`config.mk`:
```
export PLATFORM = sky130hd
export DESIGN_NAME = dds_wavegen
export DESIGN_NICKNAME = d
export VERILOG_FILES = /design/src/rtl/dds_pkg.sv /design/src/rtl/dds_sine_lut.sv /design/src/rtl/dds_wavegen.sv
export SDC_FILE = /design/constraint.sdc
export NUM_CORES = 1
export LEC_CHECK = 0
export CAP_MARGIN = 20
export CORE_ASPECT_RATIO = 1.5
export CORE_MARGIN = 4
export CORE_UTILIZATION = 44
export DETAILED_ROUTE_END_ITERATION = 10
export GPL_ROUTABILITY_DRIVEN = 0
export PLACE_DENSITY_LB_ADDON = 0.3
export SLEW_MARGIN = 20
export SYNTH_ARGS = -nofsm -noshare
export SYNTH_HDL_FRONTEND = slang
export SYNTH_SLANG_ARGS = --single-unit
```
`constraint.sdc`:
```
create_clock -name clk -period 2.5 [get_ports clk]
set_input_delay 0.5 -clock clk [delete_from_list [all_inputs] [get_ports clk]]
set_output_delay 0.5 -clock clk [all_outputs]
set_load 0.02 [all_outputs]
```
`src/rtl/dds_pkg.sv`:
```
// Shared types and constants for the DDS waveform generator.
// Sine table holds one quarter wave, entry k = round(2047*sin((k+0.5)*pi/128)).
package dds_pkg;

   typedef enum logic [1:0] {
      WAVE_SAW = 2'd0,
      WAVE_TRI = 2'd1,
      WAVE_SQR = 2'd2,
      WAVE_SIN = 2'd3
   } wave_sel_t;

   localparam int DDS_M_DEF        = 12;
   localparam int DDS_PHASE_W_DEF  = 16;
   localparam int DDS_PWM_BITS_DEF = 4;

   localparam int SINE_M       = 12;
   localparam int SINE_ENTRIES = 64;
   localparam int SINE_MAG_W   = 11;

   localparam logic [SINE_MAG_W-1:0] SINE_QTR [SINE_ENTRIES] = '{
      11'd25,   11'd75,   11'd126,  11'd176,  11'd226,  11'd275,  11'd325,  11'd375,
      11'd424,  11'd473,  11'd522,  11'd570,  11'd618,  11'd666,  11'd713,  11'd760,
      11'd807,  11'd852,  11'd898,  11'd943,  11'd987,  11'd1031, 11'd1074, 11'd1116,
      11'd1158, 11'd1199, 11'd1239, 11'd1279, 11'd1318, 11'd1356, 11'd1393, 11'd1430,
      11'd1465, 11'd1500, 11'd1533, 11'd1566, 11'd1598, 11'd1629, 11'd1659, 11'd1688,
      11'd1716, 11'd1743, 11'd1769, 11'd1793, 11'd1817, 11'd1840, 11'd1861, 11'd1881,
      11'd1901, 11'd1919, 11'd1936, 11'd1951, 11'd1966, 11'd1979, 11'd1992, 11'd2003,
      11'd2012, 11'd2021, 11'd2028, 11'd2035, 11'd2039, 11'd2043, 11'd2046, 11'd2047
   };

endpackage

```
`src/rtl/dds_sine_lut.sv`:
```
// Quarter-wave sine lookup with mirror/negate into a 12-bit offset-binary sample.
// Latency: combinational, no registers.
// Backpressure: none, pure function of the phase input.
module dds_sine_lut
   import dds_pkg::*;
(
   input  logic [SINE_M-1:0] phase,
   output logic [SINE_M-1:0] sample
);

   logic [5:0]            idx;
   logic [SINE_MAG_W-1:0] mag;

   // Second and fourth quarters run the table backwards.
   always_comb begin
      idx    = phase[10] ? ~phase[9:4] : phase[9:4];
      mag    = SINE_QTR[idx];
      sample = phase[11] ? (12'h7FF - {1'b0, mag}) : (12'h800 + {1'b0, mag});
   end

endmodule

```
`src/rtl/dds_wavegen.sv`:
```
// DDS front end for the pwm stage: phase accumulator stepped once per PWM period, shaper, output register.
// Latency: modu/sample_stb update one cycle after a terminal-count or phase_rst cycle; build option DDS_SINE_EN adds the sine LUT.
// Backpressure: one-deep tuning-word buffer, ftw_ready drops while a word waits for the next period boundary.
module dds_wavegen
   import dds_pkg::*;
#(
   parameter int M        = DDS_M_DEF,
   parameter int PHASE_W  = DDS_PHASE_W_DEF,
   parameter int PWM_BITS = DDS_PWM_BITS_DEF
)(
   input  logic               clk,
   input  logic               rst_n,
   input  logic [PHASE_W-1:0] ftw_data,
   input  logic               ftw_valid,
   output logic               ftw_ready,
   input  logic [1:0]         wave_sel,
   input  logic               phase_rst,
   output logic [M-1:0]       modu,
   output logic               sample_stb
);

   if (M < 8 || M > 16 || PHASE_W < M) begin : g_bad_param
      $error("dds_wavegen: M must be 8..16 and PHASE_W >= M");
   end

   logic [PWM_BITS-1:0] cnt;
   logic [PHASE_W-1:0]  phase;
   logic [PHASE_W-1:0]  ftw_act;
   logic [PHASE_W-1:0]  ftw_pend;
   logic                pend_v;

   logic                tc;
   logic                upd;
   logic [PHASE_W-1:0]  phase_nxt;
   logic [M-1:0]        p;
   logic [M-1:0]        tri_base;
   logic [M-1:0]        tri_val;
   logic [M-1:0]        sqr_val;
   logic [M-1:0]        sine_val;
   logic [M-1:0]        shaped;

`ifdef DDS_SINE_EN
   if (M != SINE_M) begin : g_bad_sine_m
      $error("dds_wavegen: DDS_SINE_EN requires M == 12");
   end

   dds_sine_lut u_sine (
      .phase  (p),
      .sample (sine_val)
   );
`else
   assign sine_val = tri_val;
`endif

   // The shaper sees the phase that will be in effect after this edge, so
   // modu and phase move together and pwm never gets a stale sample.
   always_comb begin
      tc  = &cnt;
      upd = tc | phase_rst;

      phase_nxt = phase;
      if (phase_rst) begin
         phase_nxt = '0;
      end else if (tc) begin
         phase_nxt = phase + ftw_act;
      end

      p        = phase_nxt[PHASE_W-1 -: M];
      tri_base = {p[M-2:0], 1'b0};
      tri_val  = p[M-1] ? ~tri_base : tri_base;
      sqr_val  = p[M-1] ? '0 : '1;

      shaped = p;
      case (wave_sel_t'(wave_sel))
         WAVE_SAW: shaped = p;
         WAVE_TRI: shaped = tri_val;
         WAVE_SQR: shaped = sqr_val;
         WAVE_SIN: shaped = sine_val;
         default:  shaped = p;
      endcase
   end

   always_ff @(posedge clk or negedge rst_n) begin
      if (!rst_n) begin
         cnt        <= '0;
         phase      <= '0;
         ftw_act    <= '0;
         ftw_pend   <= '0;
         pend_v     <= 1'b0;
         modu       <= '0;
         sample_stb <= 1'b0;
      end else begin
         cnt   <= phase_rst ? '0 : cnt + 1'b1;
         phase <= phase_nxt;

         // Only a word already pending before this TC is promoted.
         if (tc && pend_v) begin
            ftw_act <= ftw_pend;
            pend_v  <= 1'b0;
         end else if (ftw_valid && !pend_v) begin
            ftw_pend <= ftw_data;
            pend_v   <= 1'b1;
         end

         sample_stb <= upd;
         if (upd) begin
            modu <= shaped;
         end
      end
   end

   assign ftw_ready = !pend_v;

endmodule

```
==> reports/metrics.sh, run 1 <==
CRIT_PATH_TOP_DELAY_CELL='dfrtp_1'
POST_SYNTH.CELL_AREA_AVG_SQ_UM=10.5
SYN-NUM-NETS=387
MOST_USED_DFF_POST_SYNTH='dfrtp_1'
WIRELENGTH_UM=9800
DRT-VIAS-PER-INSTANCE=5.52
MOST-COMMON-LAYOUT-CELLS='buf_4, dfrtp_1, clkdlybuf4s50_1'
FP.DIEH_UM=120
GRT-OVFL-TOTAL=0
CRIT_PATH_MAX_FANOUT=3
P_PER_AREA_nW_PER_UM2=505
DRC=0
POST_SYNTHESIS_CELL_COUNT=348
CRITICAL_PATH.TOP_DELAY_FAMILY='compound AO/OA/AOI/OAI gates'
CAP_VIOLATIONS=0
FIN_CRIT_SH_PCT=104
CTS.SINKS=66
SYNTH.FF_LATCH_COUNT=66
MAX_CLOCK_FREQ_MHz=386
RUN_STATUS='finished with violations'
CRITICAL_PATH.ENDPOINT_TYPE='register'
CLK_LATENCY_NS=0.33
START_KIND='register'
STARTING_DRT_DRC_COUNT=180
DP_HPWL_UM=6760
TOTAL_NETS_FINAL=506
CP_CLASS='register to register'
GRT_START_MAX_NET_PINS=40
MET3_LENGTH_UM=422
FILLERINSTANCES=591
PRE_CTS_SLACK_NS=-0.179
ANTENNA-DIODE-COUNT=0
FAILED_CHECKS='negative setup slack'
ROW_COUNT=40
TRITONCTS='built'
SYN2LAYOUT_AREA_GROWTH_PCT=46.4
WORST_EP_ARRIVAL_TIME_NS=2.81
PLACED_AREA_SQ_UM=4620
ANTENNA_VIOLATING_NETS_POST_ROUTE=0
SEQUENTIAL_ELEMENT_SHARE_OF_THE_SYNTHESIZED_AREA_PCT=45.1
CTS_MAX_LEVEL=3
FLOORPLAN.DIE_AREA_SQ_UM=9880
HOLD_SLACK_NS=0.192
R2R_END='modu[7]'
GRT.TOTAL_USAGE_PCT=20.6
WL_MET1_UM=3760
MET2_WIRELENGTH_UM=5190
DR.MAX_LAYER_USED='met4'
CTS.ROOT.BUFFER_CELL='clkbuf_16'
GRT_PASS1_VIAS=3266
DRIVE_ABOVE_1_SHARE_PCT=38.4
SYNTH.YOSYS.WARNINGS=0
POST_SYNTH_INSTANCE_AREA_SQ_UM=3660
STATIC-LEAKAGE-POWER_nW=2.40
TIMING.HOLD.WORST.CLASS='input pin to asynchronous set/reset pin'
FINALNONFILLERCELLS=576
RRSETUPSLACK_NS=-0.09
ROUTE.VIAS.TOTAL=3182
CLOCK-SKEW-FINAL_NS=0.00611
GLOBAL_ROUTE_WIRE_LENGTH_BEFORE_REPAIR_UM=15400
TIMING_MAX_TRANSITION_VIOLATIONS_FINAL=0
STDCELL_AREA_SQ_UM=5360
TOP_LEVEL_PORTS=36
DIE_WIDTH_UM=82.5
SYNTH-EDFF-COUNT=0
CLOCKBUFFERDEPTH=2
PERIOD_MINUS_SLACK_NS=2.59
CTS_BUFFERS=9
LEADING_CELL_TYPE_IN_THE_LAYOUT_FILL_AND_TAPS_EXCLUDED='buf_4'
WORST_SLEW_PIN_SLEW_NS=0.646
ROUTED_LEN_INST_UM=17.0
MAX_SLEW_MARGIN_PCT=56.9
RSZ0062_AT_GRT='yes'
TIMING.CRITICAL_PATH.CELLS='ha_1, buf_4, a211oi_4, o211ai_1, a21oi_2, a2111oi_0, a41oi_1, nand2_1, mux2_1, o22a_1'
WORST-PATH-BUF-INV=1
UTILIZATION_OF_THE_CORE_AFTER_ROUTING_PCT=66.6
POWER_mW=2.71
FINAL_HOLD_VIOL_COUNT=0
ASYNCSETRESETFLOPFRACSYNTH_PCT=100
CORE_AREA_SQ_UM=8060
FIN_WS_NS=-0.0901
DP.CELLS=542
FF2FF_PATH_DEPTH=10
CLK_PIN_SLEW_WORST_PATHS_NS=0.05
CP.REQUIRED_NS=2.72
INITIAL_CORE_UTIL_PCT=45.5
IR_DROP_mV=0.523
FIN_TNS_SETUP_NS=-0.402
SETUP_VIOLATIONS=9
CRITICAL-PATH-MAX-STAGE-DELAY_NS=0.38
CRITICAL_PATH.REG2REG.STARTPOINT='phase[0]'
DRT_FIRST_PASS_ITERS=4
NUMBER_OF_ANTENNA_VIOLATIONS_AT_THE_FIRST_CHECK_IN_GLOBAL_ROUTING=0
PLACEMENT.IO_BUFFERS=35
SYNTHDISTINCTLIBCELLS=62
## what timing repair did
action,CTS,global route
endpoints found under the hold margin,0,0
hold buffers,0,0
gates resized for setup,24,27
buffers inserted,14,6
setup endpoints to repair,11,13
pin swaps,18,12
## area by class of cell
| type | instances | area, sq um | area share, % |
|---|---|---|---|
| Multi-Input combinational cell | 259 | 2230 | 41.6 |
| Clock inverter | 3 | 65.1 | 1.21 |
| Tap cell | 105 | 131 | 2.45 |
| Inverter | 11 | 41.3 | 0.770 |
| Sequential cell | 66 | 1650 | 30.8 |
| Timing Repair Buffer | 120 | 1000 | 18.7 |
| Clock buffer | 12 | 236 | 4.41 |
## how the worst max path moves through the flow
stage / start / to / slack (ns) / depth (start not counted)
global placement: phase[10] / modu[3] / -0.14 / 11
CTS: ftw_act[3] / modu[3] / -0.1 / 11
finish: phase[0] / modu[7] / -0.09 / 10
detailed placement: phase[10] / modu[3] / -0.18 / 11
global route: ftw_act[3] / modu[1] / -0.23 / 11
floorplan: phase[0] / modu[7] / 0.02 / 11
## sequential cells by signal, indices dropped and copies added, names as in the netlist
name	cells
ftw_act	16
phase	16
cnt	4
modu	12
pend_v	1
ftw_pend	16
sample_stb	1
## logic make-up (layout without fill, tap and decap cells)
logic type      after synthesis  count (layout)  share of synthesized area [%]
flops                        66              66                           45.1
fa+ha+maj                    17              17                           6.01
xor+xnor                     16              16                           3.83
buf+inv                      23             146                           2.36
compound gates               94              94                           19.0
mux                          38              38                           11.5
simple gates                 94              94                           12.2
## cells in the mapped netlist, types with 3 or more instances
library cell  number  area, sq um
nand3_1            5         25.0
ha_1              16          200
inv_1             10         37.5
nor3_1             5         25.0
clkbuf_1          10         37.5
xor2_1             4         35.0
a31oi_1            4         25.0
nand2b_1           4         25.0
nor2_1            32          120
a21oi_1           25          125
o21ai_0           13         65.1
mux2i_1            5         50.1
nor2b_1            3         18.8
dfrtp_1           66         1650
mux2_2            32          360
o21a_1             7         52.6
xnor2_1           12          105
a2111oi_0          3         26.3
nand2_1           32          120
## per-layer routing
| metal | global-route usage, % | vias to the layer above |
|---|---|---|
| li1 | - | 1509 |
| met1 | 23.9 | 1548 |
| met2 | 34.1 | 92 |
| met3 | 4.35 | 33 |
| met4 | 11.9 | 0 |
| met5 | 0 | - |
## power breakdown
| part | switching [mW] | internal [mW] | total [mW] | leakage, nW |
|---|---|---|---|---|
| sequential | 0.0323 | 1.13 | 1.16 | 0.856 |
| combinational | 0.123 | 0.138 | 0.261 | 1.40 |
| clock | 0.422 | 0.865 | 1.29 | 0.147 |
| total | 0.577 | 2.13 | 2.71 | 2.40 |
(Power assumes the default switching activity.)
==> run 2: changes to the inputs <==
--- a/config.mk
+++ b/config.mk
@@ -11,2 +11,3 @@
 export CORE_UTILIZATION = 44
+export CTS_BUF_LIST = sky130_fd_sc_hd__clkbuf_16
 export DETAILED_ROUTE_END_ITERATION = 10
--- a/constraint.sdc
+++ b/constraint.sdc
@@ -3,2 +3,2 @@
 set_output_delay 0.5 -clock clk [all_outputs]
-set_load 0.02 [all_outputs]
+set_load 0.01 [all_outputs]
==> run 2 against run 1 <==
The run still ends with negative setup slack left. Register-to-register slack is essentially flat. Wire length about the same. Power is 1.0% lower. Largest cell class unchanged. Highest routed layer unchanged.
==> reports/metrics.sh, run 2 (same netlist as run 1, synthesis figures left out) <==
MOST-COMMON-LAYOUT-CELLS='buf_4, dfrtp_1, clkdlybuf4s50_1'
TOP_LEVEL_PORTS=36
ROW_COUNT=40
CTS.ROOT.BUFFER_CELL='clkbuf_16'
FILLERINSTANCES=591
START_KIND='register'
RSZ0062_AT_GRT='yes'
SETUP_VIOLATIONS=9
CAP_VIOLATIONS=0
CLK_LATENCY_NS=0.33
IR_DROP_mV=0.523
CP_CLASS='register to register'
CRITICAL_PATH.REG2REG.STARTPOINT='phase[0]'
FAILED_CHECKS='negative setup slack'
MAX_SLEW_MARGIN_PCT=56.8
CTS.SINKS=66
P_PER_AREA_nW_PER_UM2=500
CRITICAL_PATH.ENDPOINT_TYPE='register'
CRITICAL-PATH-MAX-STAGE-DELAY_NS=0.38
GRT_START_MAX_NET_PINS=40
NUMBER_OF_ANTENNA_VIOLATIONS_AT_THE_FIRST_CHECK_IN_GLOBAL_ROUTING=0
TOTAL_SWITCHING_POWER_mW=0.562
FP.DIEH_UM=120
PRE_CTS_SLACK_NS=-0.179
TIMING.HOLD.WORST.CLASS='input pin to asynchronous set/reset pin'
CORE_AREA_SQ_UM=8060
GLOBAL_ROUTE_WIRE_LENGTH_BEFORE_REPAIR_UM=15400
RUN_STATUS='finished with violations'
FLOORPLAN.DIE_AREA_SQ_UM=9880
REG.LARGEST.LIST='ftw_act: 16 flops, ftw_pend: 16 flops, phase: 16 flops'
FINAL_HOLD_VIOL_COUNT=0
ROUTE.VIAS.TOTAL=3179
DRIVE_ABOVE_1_SHARE_PCT=38.4
COMBINATIONALPOWERSHARE_PCT=9.1
UTILIZATION_OF_THE_CORE_AFTER_ROUTING_PCT=66.6
FIN_WS_NS=-0.0911
CRITICAL_PATH.TOP_DELAY_FAMILY='compound AO/OA/AOI/OAI gates'
POWER_mW=2.68
TIMING_MAX_TRANSITION_VIOLATIONS_FINAL=0
WORST_EP_ARRIVAL_TIME_NS=2.81
LEADING_CELL_TYPE_IN_THE_LAYOUT_FILL_AND_TAPS_EXCLUDED='buf_4'
TOTAL_NETS_FINAL=506
CRIT_PATH_MAX_FANOUT=3
WORST_SLEW_PIN_SLEW_NS=0.648
DRC=0
MULTI_INPUT_AREA_SQ_UM=2230
RRSETUPSLACK_NS=-0.09
CRIT_PATH_TOP_DELAY_CELL='dfrtp_1'
GRT-OVFL-TOTAL=0
DRT-VIAS-PER-INSTANCE=5.52
ROUTED_LEN_INST_UM=17.0
CTS-HOLD-FIX-BUFFERS=0
DIE_WIDTH_UM=82.5
R2R_END='modu[7]'
PLACED_AREA_SQ_UM=4620
DP.CELLS=542
CLK_PIN_SLEW_WORST_PATHS_NS=0.05
ANTENNA_VIOLATING_NETS_POST_ROUTE=0
PERIOD_MINUS_SLACK_NS=2.59
CLOCK_POWER_SHARE_PCT=47.6
WORST-PATH-BUF-INV=1
FINAL-SEQ-AREA_SQ_UM=1650
NETSWITCHINGFRACTION_PCT=21.0
GRT.TOTAL_USAGE_PCT=20.6
STATIC-LEAKAGE-POWER_nW=2.41
PLACEMENT.IO_BUFFERS=35
STARTING_DRT_DRC_COUNT=178
WORSTSETUPPATHDEPTH=10
DP_HPWL_UM=6760
FIN_CRIT_SH_PCT=104
GRT_PASS1_VIAS=3266
CP.REQUIRED_NS=2.72
CLOCKBUFFERDEPTH=2
DRT_FIRST_PASS_ITERS=4
MAX_CLOCK_FREQ_MHz=386
HOLD_SLACK_NS=0.192
CLOCK-SKEW-FINAL_NS=0.00588
CTS_MAX_LEVEL=3
CTS_BUFFERS=9
TRITONCTS='built'
FF2FF_PATH_DEPTH=10
WIRELENGTH_UM=9810
FIN_TNS_SETUP_NS=-0.413
TIMING.CRITICAL_PATH.CELLS='ha_1, buf_4, a211oi_4, o211ai_1, a21oi_2, a2111oi_0, a41oi_1, nand2_1, mux2_1, o22a_1'
STDCELL_AREA_SQ_UM=5360
INTPOWER_mW=2.12
SYN2LAYOUT_AREA_GROWTH_PCT=46.4
INITIAL_CORE_UTIL_PCT=45.5
ANTENNA-DIODE-COUNT=0
SEQUENTIALPOWERSHARE_PCT=43.3
FINALNONFILLERCELLS=576
## run 2: cell types whose count changed in the layout (fill, tap and decap cells not counted), sizes merged
cell	delta
inv	+3
clkbuf	-3
## run 2: layer usage
layer | vias up | share of wire (%) | GRT usage (%)
met5 | - | 0 | 0
li1 | 1509 | - | -
met3 | 32 | 4.0 | 4.35
met4 | 0 | 4.2 | 11.9
met2 | 82 | 53 | 34.1
met1 | 1556 | 39 | 23.9
## run 2: layout make-up
| class | instances | area share [%] |
|---|---|---|
| Multi-Input combinational cell | 259 | 41.6 |
| Sequential cell | 66 | 30.8 |
| Timing Repair Buffer | 120 | 18.7 |
| Clock buffer | 9 | 4.20 |
| Tap cell | 105 | 2.45 |
| Clock inverter | 6 | 1.42 |
| Inverter | 11 | 0.770 |
## run 2: power by group through the flow
stage,logic (mW),registers (mW),clock network [mW]
floorplan,0.0945,1.18,0
global placement,0.233,1.18,0
detailed placement,0.238,1.18,0
CTS,0.242,1.16,1.30
global route,0.269,1.17,1.35
finish,0.245,1.16,1.28
## run 2: worst max path at each step
stage / from / endpoint / slack (ns)
finish: phase[0] / modu[7] / -0.09
detailed placement: phase[10] / modu[3] / -0.18
global placement: phase[10] / modu[3] / -0.14
global route: ftw_act[3] / modu[1] / -0.23
CTS: ftw_act[3] / modu[3] / -0.1
floorplan: phase[0] / modu[7] / 0.02
## run 2: timing repair
item | 4_1_cts | 5_1_grt
setup buffers | 14 | 6
endpoints found under the setup margin | 11 | 13
gates resized for setup | 24 | 27
pin swaps | 18 | 12
gates cloned | 0 | 0
